`config.mk`:
```
export PLATFORM = sky130hd
export DESIGN_NAME = pc_gen_flat
export DESIGN_NICKNAME = d
export VERILOG_FILES = /design/src/rtl/pc_pkg.sv /design/src/rtl/pc_gen_if.sv /design/src/rtl/pc_redirect_buf.sv /design/src/rtl/pc_gen.sv /design/src/flat_wrapper.sv
export SDC_FILE = /design/constraint.sdc
export NUM_CORES = 1
export LEC_CHECK = 0
export BUFFER_PORTS_ARGS = -buffer_cell sky130_fd_sc_hd__buf_2
export CORE_MARGIN = 2
export CORE_UTILIZATION = 48
export DETAILED_ROUTE_END_ITERATION = 6
export PLACE_DENSITY = 0.76
export SLEW_MARGIN = 10
export SYNTH_ARGS = -nofsm -noshare
export SYNTH_HDL_FRONTEND = slang
export SYNTH_SLANG_ARGS = --single-unit
```
`constraint.sdc`:
```
create_clock -name clk -period 2.5 [get_ports clk]
set_input_delay 0.625 -clock clk [delete_from_list [all_inputs] [get_ports clk]]
set_output_delay 0.625 -clock clk [all_outputs]
set_load 0.05 [all_outputs]
```
`src/rtl/pc_pkg.sv`:
```
// Shared types and default constants for the IF-stage program-counter generator.
package pc_pkg;

    localparam int          XLEN_DEF         = 32;
    localparam int          INC_DEF          = 4;
    localparam logic [31:0] RESET_VECTOR_DEF = 32'h0000_0000;
    localparam logic [31:0] EXC_VECTOR_DEF   = 32'h0000_0180;

    // Encoding order matters: a larger value is a stronger redirect.
    typedef enum logic [1:0] {
        NONE   = 2'd0,
        JUMP   = 2'd1,
        BRANCH = 2'd2,
        EXC    = 2'd3
    } prio_e;

    typedef enum logic [1:0] {
        BOOT = 2'd0,
        RUN  = 2'd1,
        HOLD = 2'd2
    } state_e;

    function automatic prio_e redirect_prio(input logic exc, input logic branch, input logic jump);
        if (exc)         return EXC;
        else if (branch) return BRANCH;
        else if (jump)   return JUMP;
        else             return NONE;
    endfunction

endpackage

```
`src/rtl/pc_gen_if.sv`:
```
// Fetch/redirect bundle between pc_gen (master) and the surrounding pipeline (slave).
// The misalign_o signal exists only when PC_GEN_ALIGN_CHECK_EN is defined.
interface pc_gen_if #(
    parameter int XLEN = 32
);

    logic            stall_i;
    logic            fetch_ready_i;
    logic            jump_i;
    logic [XLEN-1:0] jump_target_i;
    logic            branch_i;
    logic [XLEN-1:0] branch_target_i;
    logic            exc_i;
    logic [XLEN-1:0] pc_o;
    logic [XLEN-1:0] pc_plus_o;
    logic            fetch_valid_o;
    logic            pending_o;
`ifdef PC_GEN_ALIGN_CHECK_EN
    logic            misalign_o;
`endif

    modport master (
        input  stall_i, fetch_ready_i, jump_i, jump_target_i,
        input  branch_i, branch_target_i, exc_i,
`ifdef PC_GEN_ALIGN_CHECK_EN
        output misalign_o,
`endif
        output pc_o, pc_plus_o, fetch_valid_o, pending_o
    );

    modport slave (
        output stall_i, fetch_ready_i, jump_i, jump_target_i,
        output branch_i, branch_target_i, exc_i,
`ifdef PC_GEN_ALIGN_CHECK_EN
        input  misalign_o,
`endif
        input  pc_o, pc_plus_o, fetch_valid_o, pending_o
    );

endinterface

```
`src/rtl/pc_redirect_buf.sv`:
```
// Single-entry buffer for a redirect that arrives while fetch cannot advance.
// Tracks a misalignment tag alongside the target when PC_GEN_ALIGN_CHECK_EN is defined.
module pc_redirect_buf
    import pc_pkg::*;
#(
    parameter int XLEN = 32
) (
    input  logic            clk,
    input  logic            rst_n,
    input  logic            i_adv,
    input  prio_e           i_req_prio,
    input  logic [XLEN-1:0] i_req_target,
`ifdef PC_GEN_ALIGN_CHECK_EN
    input  logic            i_req_misalign,
    output logic            o_misalign,
`endif
    output logic            o_pending,
    output prio_e           o_prio,
    output logic [XLEN-1:0] o_target
);

    prio_e           r_prio;
    logic [XLEN-1:0] r_target;
    logic            w_load;
`ifdef PC_GEN_ALIGN_CHECK_EN
    logic            r_misalign;
`endif

    // A weaker redirect never displaces a stronger one already waiting.
    assign w_load = !i_adv && (i_req_prio != NONE) && (i_req_prio >= r_prio);

    always_ff @(posedge clk or negedge rst_n) begin
        if (!rst_n) begin
            r_prio     <= NONE;
            r_target   <= '0;
`ifdef PC_GEN_ALIGN_CHECK_EN
            r_misalign <= 1'b0;
`endif
        end else if (i_adv) begin
            r_prio     <= NONE;
            r_target   <= '0;
`ifdef PC_GEN_ALIGN_CHECK_EN
            r_misalign <= 1'b0;
`endif
        end else if (w_load) begin
            r_prio     <= i_req_prio;
            r_target   <= i_req_target;
`ifdef PC_GEN_ALIGN_CHECK_EN
            r_misalign <= i_req_misalign;
`endif
        end
    end

    assign o_pending = (r_prio != NONE);
    assign o_prio    = r_prio;
    assign o_target  = r_target;
`ifdef PC_GEN_ALIGN_CHECK_EN
    assign o_misalign = r_misalign;
`endif

endmodule

```
`src/rtl/pc_gen.sv`:
```
// IF-stage program-counter generator: fetch handshake, redirect priority, next-PC selection.
// Optional target alignment checking is enabled with PC_GEN_ALIGN_CHECK_EN.
module pc_gen
    import pc_pkg::*;
#(
    parameter int              XLEN         = XLEN_DEF,
    parameter int              INC          = INC_DEF,
    parameter logic [XLEN-1:0] RESET_VECTOR = XLEN'(RESET_VECTOR_DEF),
    parameter logic [XLEN-1:0] EXC_VECTOR   = XLEN'(EXC_VECTOR_DEF)
) (
    input logic     clk,
    input logic     rst_n,
    pc_gen_if.master bus
);

    localparam logic [XLEN-1:0] INC_W    = XLEN'(INC);
    localparam logic [XLEN-1:0] LOW_MASK = INC_W - XLEN'(1);

    state_e          r_state;
    logic [XLEN-1:0] r_pc;
    logic            r_valid;

    logic            w_adv;
    prio_e           w_new_prio;
    logic [XLEN-1:0] w_raw_target;
    logic [XLEN-1:0] w_new_target;
    logic            w_take_pending;
    logic [XLEN-1:0] w_next_pc;
    logic            w_buf_pending;
    prio_e           w_buf_prio;
    logic [XLEN-1:0] w_buf_target;
`ifdef PC_GEN_ALIGN_CHECK_EN
    logic            r_misalign;
    logic            w_new_misalign;
    logic            w_next_misalign;
    logic            w_buf_misalign;
`endif

    assign w_adv      = r_valid & bus.fetch_ready_i & ~bus.stall_i;
    assign w_new_prio = redirect_prio(bus.exc_i, bus.branch_i, bus.jump_i);

    always_comb begin
        w_raw_target = '0;
        case (w_new_prio)
            EXC:     w_raw_target = EXC_VECTOR;
            BRANCH:  w_raw_target = bus.branch_target_i;
            JUMP:    w_raw_target = bus.jump_target_i;
            default: w_raw_target = '0;
        endcase
`ifdef PC_GEN_ALIGN_CHECK_EN
        w_new_misalign = ((w_new_prio == BRANCH) || (w_new_prio == JUMP)) &&
                         (|(w_raw_target & LOW_MASK));
        w_new_target   = w_new_misalign ? (EXC_VECTOR & ~LOW_MASK) : (w_raw_target & ~LOW_MASK);
`else
        w_new_target   = w_raw_target & ~LOW_MASK;
`endif
    end

    pc_redirect_buf #(
        .XLEN (XLEN)
    ) u_buf (
        .clk            (clk),
        .rst_n          (rst_n),
        .i_adv          (w_adv),
        .i_req_prio     (w_new_prio),
        .i_req_target   (w_new_target),
`ifdef PC_GEN_ALIGN_CHECK_EN
        .i_req_misalign (w_new_misalign),
        .o_misalign     (w_buf_misalign),
`endif
        .o_pending      (w_buf_pending),
        .o_prio         (w_buf_prio),
        .o_target       (w_buf_target)
    );

    // Only a buffered exception outranks a fresh redirect arriving with the advance.
    assign w_take_pending = w_buf_pending &&
                            ((w_new_prio == NONE) || ((w_buf_prio == EXC) && (w_new_prio != EXC)));

    always_comb begin
        w_next_pc = r_pc + INC_W;
`ifdef PC_GEN_ALIGN_CHECK_EN
        w_next_misalign = 1'b0;
`endif
        if (w_take_pending) begin
            w_next_pc = w_buf_target;
`ifdef PC_GEN_ALIGN_CHECK_EN
            w_next_misalign = w_buf_misalign;
`endif
        end else if (w_new_prio != NONE) begin
            w_next_pc = w_new_target;
`ifdef PC_GEN_ALIGN_CHECK_EN
            w_next_misalign = w_new_misalign;
`endif
        end
    end

    always_ff @(posedge clk or negedge rst_n) begin
        if (!rst_n) begin
            r_state    <= BOOT;
            r_pc       <= RESET_VECTOR;
            r_valid    <= 1'b0;
`ifdef PC_GEN_ALIGN_CHECK_EN
            r_misalign <= 1'b0;
`endif
        end else begin
`ifdef PC_GEN_ALIGN_CHECK_EN
            r_misalign <= w_adv & w_next_misalign;
`endif
            case (r_state)
                BOOT: begin
                    r_state <= RUN;
                    r_valid <= 1'b1;
                end
                RUN: begin
                    if (!w_adv) r_state <= HOLD;
                end
                HOLD: begin
                    if (w_adv) r_state <= RUN;
                end
                default: begin
                    r_state <= BOOT;
                    r_valid <= 1'b0;
                end
            endcase
            if (w_adv) r_pc <= w_next_pc;
        end
    end

    assign bus.pc_o          = r_pc;
    assign bus.pc_plus_o     = r_pc + INC_W;
    assign bus.fetch_valid_o = r_valid;
    assign bus.pending_o     = w_buf_pending;
`ifdef PC_GEN_ALIGN_CHECK_EN
    assign bus.misalign_o    = r_misalign;
`endif

endmodule

```
`src/flat_wrapper.sv`:
```
// flat-port wrapper written by rule: the top's interface ports become plain ports
module pc_gen_flat import pc_pkg::*;
#(
    parameter int              XLEN         = XLEN_DEF,
    parameter int              INC          = INC_DEF,
    parameter logic [XLEN-1:0] RESET_VECTOR = XLEN'(RESET_VECTOR_DEF),
    parameter logic [XLEN-1:0] EXC_VECTOR   = XLEN'(EXC_VECTOR_DEF)
)
  (clk, rst_n, bus_stall_i, bus_fetch_ready_i, bus_jump_i, bus_jump_target_i, bus_branch_i, bus_branch_target_i, bus_exc_i, bus_pc_o, bus_pc_plus_o, bus_fetch_valid_o, bus_pending_o);
  pc_gen_if #(.XLEN(XLEN)) bus_i ();
  input logic clk;
  input logic rst_n;
  input wire logic [$bits(bus_i.stall_i)-1:0] bus_stall_i;
  input wire logic [$bits(bus_i.fetch_ready_i)-1:0] bus_fetch_ready_i;
  input wire logic [$bits(bus_i.jump_i)-1:0] bus_jump_i;
  input wire logic [$bits(bus_i.jump_target_i)-1:0] bus_jump_target_i;
  input wire logic [$bits(bus_i.branch_i)-1:0] bus_branch_i;
  input wire logic [$bits(bus_i.branch_target_i)-1:0] bus_branch_target_i;
  input wire logic [$bits(bus_i.exc_i)-1:0] bus_exc_i;
  output wire logic [$bits(bus_i.pc_o)-1:0] bus_pc_o;
  output wire logic [$bits(bus_i.pc_plus_o)-1:0] bus_pc_plus_o;
  output wire logic [$bits(bus_i.fetch_valid_o)-1:0] bus_fetch_valid_o;
  output wire logic [$bits(bus_i.pending_o)-1:0] bus_pending_o;
  assign bus_i.stall_i = bus_stall_i;
  assign bus_i.fetch_ready_i = bus_fetch_ready_i;
  assign bus_i.jump_i = bus_jump_i;
  assign bus_i.jump_target_i = bus_jump_target_i;
  assign bus_i.branch_i = bus_branch_i;
  assign bus_i.branch_target_i = bus_branch_target_i;
  assign bus_i.exc_i = bus_exc_i;
  assign bus_pc_o = bus_i.pc_o;
  assign bus_pc_plus_o = bus_i.pc_plus_o;
  assign bus_fetch_valid_o = bus_i.fetch_valid_o;
  assign bus_pending_o = bus_i.pending_o;
  pc_gen #(.XLEN(XLEN), .INC(INC), .RESET_VECTOR(RESET_VECTOR), .EXC_VECTOR(EXC_VECTOR)) u_core (.clk(clk), .rst_n(rst_n), .bus(bus_i));
endmodule
```
==> results of run 1 <==
-- layout by cell type (no fill, tap or decap), drive strengths merged, types with 3 or more instances in the layout --
master   instances
a211oi          16
clkbuf          14
o21ai           37
xnor2           17
inv              9
ha               4
conb             4
nor3            24
a2111oi          3
buf            234
or3              9
and2             3
nor2b            4
nor2            37
xor2            11
nand4           14
a31oi            6
and4             3
o2111ai          4
and3             6
o211ai           5
dfrtp           65
nand2           85
a32o             5
a22oi           21
nor4            10
nand3           16
a21oi           44
-- synthesized netlist by cell type, types with 6 or more instances --
cell      number
nand4_1       12
a31oi_1        6
a22oi_1       21
nor3_1        24
nor4_1         7
a21oi_1       44
or3_1          9
dfrtp_1       65
xor2_1        11
nand2_1       85
nor2_1        35
o21ai_0       35
clkbuf_1      36
inv_1          9
a211oi_1      16
buf_2          7
and3_1         6
xnor2_1       17
nand3_1       16
-- registers in the layout (all words and copies together), names as in the netlist --
| register | count |
|---|---|
| u_core.u_buf.o_prio | 2 |
| u_core.bus.fetch_valid_o | 1 |
| u_core.bus.pc_o | 30 |
| u_core.r_state | 2 |
| u_core.u_buf.o_target | 30 |
-- cell type report --
type	count	area, µm²	share of cell area
Timing Repair Buffer	235	1690	0.251
Tap cell	108	135	0.0200
Clock inverter	3	40.0	0.00593
Multi-Input combinational cell	419	3030	0.449
Sequential cell	65	1660	0.245
Clock buffer	13	159	0.0235
Inverter	9	33.8	0.00500
-- per-stage QoR --
step | util | cells | hold slack (ns)
final | 0.771 | 852 | 0.312
after global routing | 0.771 | 852 | 0.360
after CTS | 0.733 | 832 | 0.328
after detailed placement | 0.663 | 799 | 0.509
after global placement | 0.663 | 799 | 0.503
after floorplan | - | 544 | 0.329
-- cells by family after synthesis --
group           Yosys count  synth area share
simple gates            222             0.258
mux                       3           0.00719
xor+xnor                 28            0.0564
fa+ha+maj                 4            0.0115
other cells               1          0.000862
compound gates          158             0.234
buf+inv                  60            0.0581
flops                    65             0.374
-- timing repair --
| action | CTS | global route |
|---|---|---|
| cloned | 1 | 0 |
| gates resized for setup | 69 | 40 |
| pin swaps | 15 | 12 |
| setup buffers | 16 | 20 |
| setup endpoints to repair | 24 | 23 |
-- worst max-delay path by stage --
stage	from	to	slack, ns	cells past startpoint
after CTS	u_core.bus.pc_o[2]	bus_pc_plus_o[26]	-0.23	9
after detailed placement	u_core.bus.pc_o[2]	bus_pc_plus_o[26]	-0.08	8
after global routing	u_core.bus.pc_o[14]	bus_pc_plus_o[23]	-0.30	7
after floorplan	u_core.bus.pc_o[7]	bus_pc_plus_o[26]	-0.26	5
final	u_core.bus.pc_o[14]	bus_pc_plus_o[23]	-0.25	7
after global placement	u_core.bus.pc_o[2]	bus_pc_plus_o[26]	-0.05	8
-- power by group through the flow --
stage | registers (µW) | logic [µW] | clock network (µW)
detailed placement | 1120 | 282 | 0
floorplan | 1110 | 147 | 0
global placement | 1120 | 275 | 0
CTS | 1100 | 283 | 923
finish | 1100 | 288 | 925
global route | 1100 | 316 | 977
-- per-layer routing --
layer,share of wire,wire length (µm),vias to the layer above
met4,0.034,553,0
met3,0.10,1680,50
met5,0,0,-
li1,-,-,2349
met2,0.46,7660,374
met1,0.40,6600,2452
==> summary.md, run 1 <==
| Metric | Value |
|---|---|
| Final count of pins violating max slew | 0 |
| Cell chosen for the clock root | clkbuf_8 |
| Flop and latch count out of synthesis | 65 |
| Biggest area consumer among synthesized cells | dfrtp_1 |
| Largest net degree at the start of global routing | 28 |
| Share of power burned in registers | 0.475 |
| Core Rows | 34 |
| Final net count | 814 |
| Sum of negative setup slack | -2.90 ns |
| Sequential share of the synthesized area | 0.374 |
| Met3 layer usage reported by global route | 0.0562 |
| Fraction of synthesis flops using an asynchronous set or reset pin | 1.00 |
| Core region area | 8760 µm² |
| Net load switching power | 604 µW |
| Worst setup path category | reg2out |
| Highest-utilization routing layer at the global route stage | met2 |
| Slew at the pin closest to its max-slew limit | 0.705 ns |
| Number of standard cells after synthesis | 541 |
| Critical path buffers and inverters | 3 |
| Startpoint of the worst-slack reg-to-reg timing path | u_core.bus.pc_o[14] |
| Type of origin of the critical path | flop |
| Iteration count of the initial detailed-routing pass | 7 |
| # clock sinks | 65 |
| Net switching share of the total power | 0.261 |
| Clock Path Buffers | 2 |
| Crit. End Element | output pin |
| Number of buffers inserted during clock tree synthesis | 9 |
| Post-synth EDFFs | 0 |
| Cell type of the slowest stage on the worst timing path | dfrtp_2 |
| Cells along the critical path | nand4_1 > buf_4 > nor4_4 > buf_6 > nand4_1 > xnor2_4 > buf_6 |
| Share of power burned in the clock network | 0.400 |
| Result of the run | finished, violations left |
| Hold bufs inserted after CTS | 0 |
| Arrival time of the worst setup path | 2.13 ns |
| Ratio of routed vias to standard cells | 6.13 |
| Ratio of cells with drive above 1 in the final layout | 0.453 |
| H-tree lvl count | 3 |
| Cell Int Power | 1710 µW |
| Met1 track utilization from global routing | 0.449 |
| Cell area reported after detailed placement | 5810 µm² |
| TritonCTS clock tree | yes |
| Number of hold-slack violations in the final timing report | 0 |
| Via total after detailed routing | 5225 |
| Kind of cell adding the most delay to the critical path | simple AND/OR/NAND/NOR gates |
| PD cells | 342 nW/µm² |
| Number of distinct library cells after synthesis | 58 |
| Total of endpoints with negative setup slack in the final report | 18 |
| Post-detailed-routing wire length | 16.5 mm |
| Violations in the final reports | setup timing |
| Post-route fraction of the period consumed by the critical path | 1.10 |
| Number of DRC violations after detailed-routing iteration 0 | 496 |
| Avg Inst Size Synth | 8.04 µm² |
| Clock latency on the worst-skew pair | 0.35 ns |
| Period minus WS final | 2.75 ns |
| Routability congestion estimate | 0.948 |
| Antenna diodes | 0 |
| RSZ-0062 raised after global routing | yes |
| Pleak | 0.00320 µW |
| Number of global-route vias before repair | 4873 |
| Post-route setup slack | -0.252 ns |
| Starting Density | 0.496 |
| FF-to-FF setup slack | 0.19 ns |
| Achievable Freq | 363 MHz |
| Antenna viol nets, final | 0 |
| Initial antenna violation count | 0 |
| Aggregate global-route resource usage | 0.319 |
| Crit path required time | 1.88 ns |
| Predominant post-synthesis flop cell | dfrtp_1 |
| Grt met2 use | 0.493 |
| First-pass GRT wire length | 24.9 mm |
| DRC | 0 |
| Most area-consuming cells after synthesis | dfrtp_1 37%, nand2_1 7.3%, a21oi_1 5.1% |
| Worst vdd rail ir drop | 0.000219 V |
| Layout fillers | 584 |
| Worst reg-to-reg path cell count | 8 |
| Height of the die | 99.2 µm |
| Final design area excluding fillers | 6750 µm² |
| Mean routed wirelength per cell | 19.3 µm |
| Port-buffer cells | 128 |
| Post-synth design cell area | 4350 µm² |
| Clock transition at the registers of the reported paths | 0.08 ns |
| Dpl hpwl | 10.9 mm |
| Worst setup slack after placement | -0.0824 ns |
| Stage delay of the slowest cell on the critical path | 0.38 ns |
| Proportion of netlist area held by the largest area contributor | 0.374 |
| Peak fanout along the critical path | 5 |
| Part of the total power dissipated in combinational logic | 0.125 |
| Worst hold path type | in2async |
| Area added between synthesis and finish | 55.3% |
| Chip Width | 99.2 µm |
| RR Endpoint | u_core.bus.pc_o[23] |
| Yosys warning count | 0 |
| Maxcap violations | 0 |
| Tightest slew margin relative to the limit | 0.530 |
| Total die area | 9840 µm² |
| Residual overflow from global routing | 0 |
| Count of boundary I/O pins | 137 |
| Clk_skew | 0.0116 ns |
| Total power after layout | 2310 µW |
Power figures use the tool's default switching activity.
==> inputs of run 2 (changes only) <==
Settings changed: CTS_CLUSTER_DIAMETER set to 30.
Clock period 2.5 ns to 3.2 ns, I/O delays scaled along.
==> run 2 against run 1 <==
  * The flow now finishes without violations
  * Clock power is 17% lower
  * Largest cell class unchanged
  * Sequential cell count stayed put
  * Non-clock buffer count is 77 lower
  * Clock-buffer cell count is 1 lower
  * Clock skew hardly changed
  * Combinational power is 25% lower
  * Sequential share of layout area is 5.0 points higher
  * Worst setup slack better by 0.34 ns
  * Power is 20% lower
  * First-iteration DRC count is 25% lower
  * Register-to-register slack better by 0.82 ns
==> summary.md, run 2 (synthesized netlist as in run 1, its figures left out) <==
| Metric | Value |
|---|---|
| Result of the run | complete, no violations |
| Clk_skew | 0.0119 ns |
| Routed wl met2 | 6.76 mm |
| Worst hold path type | in2async |
| Pleak | 0.00263 µW |
| Post-route fraction of the period consumed by the critical path | 0.973 |
| Cells along the critical path | nand4_1 > or2_2 > or4b_4 > xnor2_2 > buf_4 |
| Routability congestion estimate | 0.911 |
| Height of the die | 99.2 µm |
| Cell area reported after detailed placement | 5260 µm² |
| Clock transition at the registers of the reported paths | 0.08 ns |
| Post-route setup slack | 0.0866 ns |
| Achievable Freq | 321 MHz |
| Count of boundary I/O pins | 137 |
| Net load switching power | 494 µW |
| Worst setup path endpoint | bus_pc_plus_o[27] |
| Smallest hold slack | 0.505 ns |
| RR Endpoint | u_core.bus.pc_o[9] |
| Number of global-route vias before repair | 4368 |
| Kind of cell adding the most delay to the critical path | simple AND/OR/NAND/NOR gates |
| Antenna diodes | 0 |
| Peak fanout along the critical path | 6 |
| Stage delay of the slowest cell on the critical path | 0.58 ns |
| Number of DRC violations after detailed-routing iteration 0 | 371 |
| Final count of pins violating max slew | 0 |
| Ratio of routed vias to standard cells | 6.11 |
| Final net count | 737 |
| Cell Int Power | 1350 µW |
| Clock latency on the worst-skew pair | 0.35 ns |
| Length of routed met3 wiring | 1.24 mm |
| Share of power burned in the clock network | 0.417 |
| Slew at the pin closest to its max-slew limit | 0.734 ns |
| Launch point of the worst path | u_core.bus.pc_o[14] |
| TritonCTS clock tree | yes |
| Crit path required time | 2.40 ns |
| Antenna viol nets, final | 0 |
| Ratio of cells with drive above 1 in the final layout | 0.316 |
| Final design area excluding fillers | 5540 µm² |
| Part of the total power dissipated in combinational logic | 0.117 |
| Total die area | 9840 µm² |
| Tightest slew margin relative to the limit | 0.510 |
| FF-to-FF setup slack | 1.01 ns |
| Via total after detailed routing | 4734 |
| Total of endpoints with negative setup slack in the final report | 0 |
| Iteration count of the initial detailed-routing pass | 5 |
| Critical path buffers and inverters | 1 |
| Clock Path Buffers | 2 |
| Core Rows | 34 |
| Core region area | 8760 µm² |
| Residual overflow from global routing | 0 |
| Commonest cells after routing, fill and taps aside | 126 x buf_2, 84 x nand2_1, 57 x dfrtp_1 |
| Number of hold-slack violations in the final timing report | 0 |
| Worst vdd rail ir drop | 0.000192 V |
| H-tree lvl count | 3 |
| First-pass GRT wire length | 22.3 mm |
| Largest net degree at the start of global routing | 42 |
| WL met1 | 5.93 mm |
| Worst reg-to-reg path cell count | 6 |
| Cell chosen for the clock root | clkbuf_8 |
| # clock sinks | 65 |
| Fin cells | 775 |
| Chip Width | 99.2 µm |
| Most frequent standard cell in the layout excluding fill and tap cells | buf_2 |
| Type of origin of the critical path | flop |
| Mean routed wirelength per cell | 18.2 µm |
| Maxcap violations | 0 |
| Total number of cells along the worst setup path | 5 |
| Startpoint of the worst-slack reg-to-reg timing path | u_core.u_buf.o_prio[1] |
| Dpl hpwl | 10.2 mm |
| Worst setup slack after placement | 0.222 ns |
| RSZ-0062 raised after global routing | no |
| Post-detailed-routing wire length | 14.1 mm |
| Cell type of the slowest stage on the worst timing path | or4b_4 |
| Number of buffers inserted during clock tree synthesis | 9 |
| Layout fillers | 787 |
| Worst setup path category | reg2out |
| Post-placement cell count | 758 |
| Period minus WS final | 3.11 ns |
| Port-buffer cells | 128 |
| Area added between synthesis and finish | 27.5% |
| PD cells | 332 nW/µm² |
| Aggregate global-route resource usage | 0.285 |
| Share of power burned in registers | 0.466 |
| Crit. End Element | output pin |
| Arrival time of the worst setup path | 2.31 ns |
| Starting Density | 0.496 |
| Net switching share of the total power | 0.268 |
| DRC | 0 |
| Top layer in use | met4 |
| Initial antenna violation count | 0 |
run 2: timing repair:
item / in CTS / in global routing
buffers inserted: 0 / 1
pin swaps: 0 / 4
endpoints found under the setup margin: 3 / 9
hold buffers: 0 / 0
endpoints found under the hold margin: 0 / 0
gates resized for setup: 6 / 12
run 2: power by group through the flow:
| stage | combinational (µW) | clock (µW) | sequential [µW] |
|---|---|---|---|
| detailed placement | 214 | 0 | 874 |
| global route | 238 | 804 | 861 |
| finish | 216 | 769 | 858 |
| floorplan | 115 | 0 | 870 |
| CTS | 215 | 770 | 858 |
| global placement | 207 | 0 | 873 |
run 2: layout make-up:
class	instances	area (µm²)	share of cell area
Clock inverter	4	50.0	0.00903
Tap cell	108	135	0.0244
Multi-Input combinational cell	419	2640	0.476
Clock buffer	12	165	0.0298
Sequential cell	65	1640	0.295
Inverter	9	33.8	0.00609
Timing Repair Buffer	158	883	0.159
run 2: layer usage:
| layer | global-route usage | up-vias |
|---|---|---|
| met1 | 0.400 | 2245 |
| met5 | 0 | - |
| met2 | 0.462 | 264 |
| met3 | 0.0351 | 14 |
| li1 | - | 2211 |
| met4 | 0.0906 | 0 |
run 2: metrics by stage:
| step | TNS (ns) | total power [µW] | utilization |
|---|---|---|---|
| 2_1_floorplan | -0.226 | 985 | - |
| 3_3_place_gp | 0 | 1080 | 0.600 |
| 3_5_place_dp | 0 | 1090 | 0.600 |
| 4_1_cts | 0 | 1840 | 0.627 |
| 5_1_grt | 0 | 1900 | 0.633 |
| 6_report | 0 | 1840 | 0.633 |
run 2: worst min path at each step:
| stage | end | slack (ns) | depth (start not counted) |
|---|---|---|---|
| final | u_core.u_buf.o_target[6] | 0.50 | 1 |
| after global placement | u_core.u_buf.o_target[4] | 0.50 | 2 |
| after global routing | u_core.u_buf.o_target[6] | 0.54 | 1 |
| after CTS | u_core.u_buf.o_target[6] | 0.52 | 1 |
| after detailed placement | u_core.u_buf.o_target[18] | 0.51 | 2 |
| after floorplan | u_core.bus.pc_o[26] | 0.49 | 2 |
run 2: worst register-to-register path, stage by stage (launching register included):
cell and delay [ns]:
dfrtp_1 0.43, nor2_2 0.34, inv_1 0.21, and3_1 0.33
buf_4 0.23, a2111oi_0 0.38, nor3_1 0.14
==> inputs of run 3 (changes only) <==
Settings changed: CTS_BUF_LIST set to sky130_fd_sc_hd__clkbuf_16.
==> run 3 against run 2 <==
  * Highest routed layer unchanged
  * Global-route usage rose by 0.23 points
  * Power up 11%
  * Critical endpoint unchanged
  * Sequential power hardly changed
  * Final cell count is the same
  * Critical path depth is the same
  * Critical path type unchanged
  * Worst hold slack gained 0.014 ns
==> summary.md, run 3 (synthesized netlist as in run 1, its figures left out) <==
| Metric | Value |
|---|---|
| Antenna diodes | 0 |
| Crit path required time | 2.40 ns |
| Critical path buffers and inverters | 1 |
| Crit. End Element | output pin |
| Cell type of the slowest stage on the worst timing path | or4b_1 |
| Cell chosen for the clock root | clkbuf_16 |
| DRC | 0 |
| Largest net degree at the start of global routing | 42 |
| Startpoint of the worst-slack reg-to-reg timing path | u_core.u_buf.o_prio[1] |
| Count of boundary I/O pins | 137 |
| RR Endpoint | u_core.bus.pc_o[9] |
| Mean routed wirelength per cell | 18.2 µm |
| Total of endpoints with negative setup slack in the final report | 0 |
| Final design area excluding fillers | 5600 µm² |
| Height of the die | 99.2 µm |
| Ratio of routed vias to standard cells | 6.12 |
| Starting Density | 0.496 |
| Period minus WS final | 3.13 ns |
| H-tree lvl count | 3 |
| Hold bufs inserted after CTS | 0 |
| Result of the run | complete, no violations |
| Ratio of cells with drive above 1 in the final layout | 0.307 |
| Post-route setup slack | 0.0653 ns |
| Worst setup path category | reg2out |
| FF-to-FF setup slack | 0.98 ns |
| Fin cells | 775 |
| Total power after layout | 2040 µW |
| Dpl hpwl | 10.2 mm |
| Worst vdd rail ir drop | 0.000233 V |
| Area added between synthesis and finish | 28.8% |
| Cell area reported after detailed placement | 5260 µm² |
| Cells along the critical path | nand4_1 > or2_2 > or4b_1 > xnor2_2 > buf_4 |
| Post-route fraction of the period consumed by the critical path | 0.980 |
| Final net count | 737 |
| Number of hold-slack violations in the final timing report | 0 |
| PD cells | 364 nW/µm² |
| Number of cells on the worst hold path | 2 |
| Final count of pins violating max slew | 0 |
| First-pass GRT wire length | 22.6 mm |
| Kind of cell adding the most delay to the critical path | simple AND/OR/NAND/NOR gates |
| Routability congestion estimate | 0.911 |
| Slew at the pin closest to its max-slew limit | 0.741 ns |
| Residual overflow from global routing | 0 |
| Total die area | 9840 µm² |
| Commonest cells after routing, fill and taps aside | 126 x buf_2, 84 x nand2_1, 59 x dfrtp_1 |
| Hold-critical path endpoint | u_core.u_buf.o_target[18] |
| Number of global-route vias before repair | 4450 |
| Number of buffers inserted during clock tree synthesis | 9 |
| Antenna viol nets, final | 0 |
| Hold wc startpoint | u_core.u_buf.o_target[18] |
| Clock transition at the registers of the reported paths | 0.06 ns |
| Worst setup slack after placement | 0.222 ns |
| Most frequent standard cell in the layout excluding fill and tap cells | buf_2 |
| Layout fillers | 785 |
| Iteration count of the initial detailed-routing pass | 5 |
| Arrival time of the worst setup path | 2.33 ns |
| Peak fanout along the critical path | 6 |
| Achievable Freq | 319 MHz |
| # clock sinks | 65 |
| Aggregate global-route resource usage | 0.287 |
| TritonCTS clock tree | yes |
| Worst reg-to-reg path cell count | 6 |
| Number of DRC violations after detailed-routing iteration 0 | 386 |
| Stage delay of the slowest cell on the critical path | 0.62 ns |
| Type of origin of the critical path | flop |
| Clock latency on the worst-skew pair | 0.33 ns |
| Clk_skew | 0.00546 ns |
| Maxcap violations | 0 |
| Clock Path Buffers | 2 |
| Port-buffer cells | 128 |
| Post-placement cell count | 758 |
| Chip Width | 99.2 µm |
| Tightest slew margin relative to the limit | 0.506 |
| Core region area | 8760 µm² |
| Pleak | 0.00264 µW |
| Core Rows | 34 |
| Sum of negative setup slack | 0 ns |
| Worst hold path type | reg2reg |
| Initial antenna violation count | 0 |
| Post-detailed-routing wire length | 14.1 mm |
| Via total after detailed routing | 4744 |
run 3: cell type report:
class	count	area [µm²]	area share
multi-input combinational	419	2630	0.469
inverter	9	33.8	0.00603
timing repair buffer	158	883	0.158
tap	108	135	0.0241
clock inverter	7	61.3	0.0109
sequential	65	1630	0.292
clock buffer	9	225	0.0402
run 3: worst max path at each step:
stage	start	endpoint	slack, ns	cells past startpoint
floorplan	u_core.bus.pc_o[18]	bus_pc_plus_o[27]	-0.11	6
global placement	u_core.bus.pc_o[8]	bus_pc_plus_o[27]	0.28	5
detailed placement	u_core.bus.pc_o[8]	bus_pc_plus_o[27]	0.22	5
CTS	u_core.bus.pc_o[18]	bus_pc_plus_o[31]	0.01	5
global route	u_core.bus.pc_o[11]	bus_pc_plus_o[27]	-0.0003	5
finish	u_core.bus.pc_o[14]	bus_pc_plus_o[27]	0.07	5
run 3: metrics by stage:
stage          hold WS, ns  utilization
3_3_place_gp         0.505        0.600
2_1_floorplan        0.490            -
6_report             0.519        0.639
5_1_grt              0.540        0.639
4_1_cts              0.520        0.634
3_5_place_dp         0.513        0.600
run 3: layer usage:
layer	wire length, µm	up-vias	part of all wire	global-route usage
li1	-	2209	-	-
met1	5810	2244	0.41	0.396
met2	6720	262	0.48	0.465
met3	1360	29	0.096	0.0401
met4	251	0	0.018	0.103
met5	0	-	0	0
run 3: tightest hold or removal path: stages (launching register included):
cell and delay, ns:
dfrtp_1 0.37, nand2_1 0.05, a21oi_1 0.05
run 3: power breakdown:
part / total [µW] / internal, µW / switching, µW
Clock: 962 / 593 / 369
Sequential: 860 / 846 / 14.3
Combinational: 216 / 81.9 / 135
run 3: timing repair:
| action | in CTS | in global routing |
|---|---|---|
| gates resized for setup | 3 | 11 |
| pin swaps | 0 | 4 |
| setup buffers | 0 | 1 |
| setup endpoints to repair | 2 | 8 |
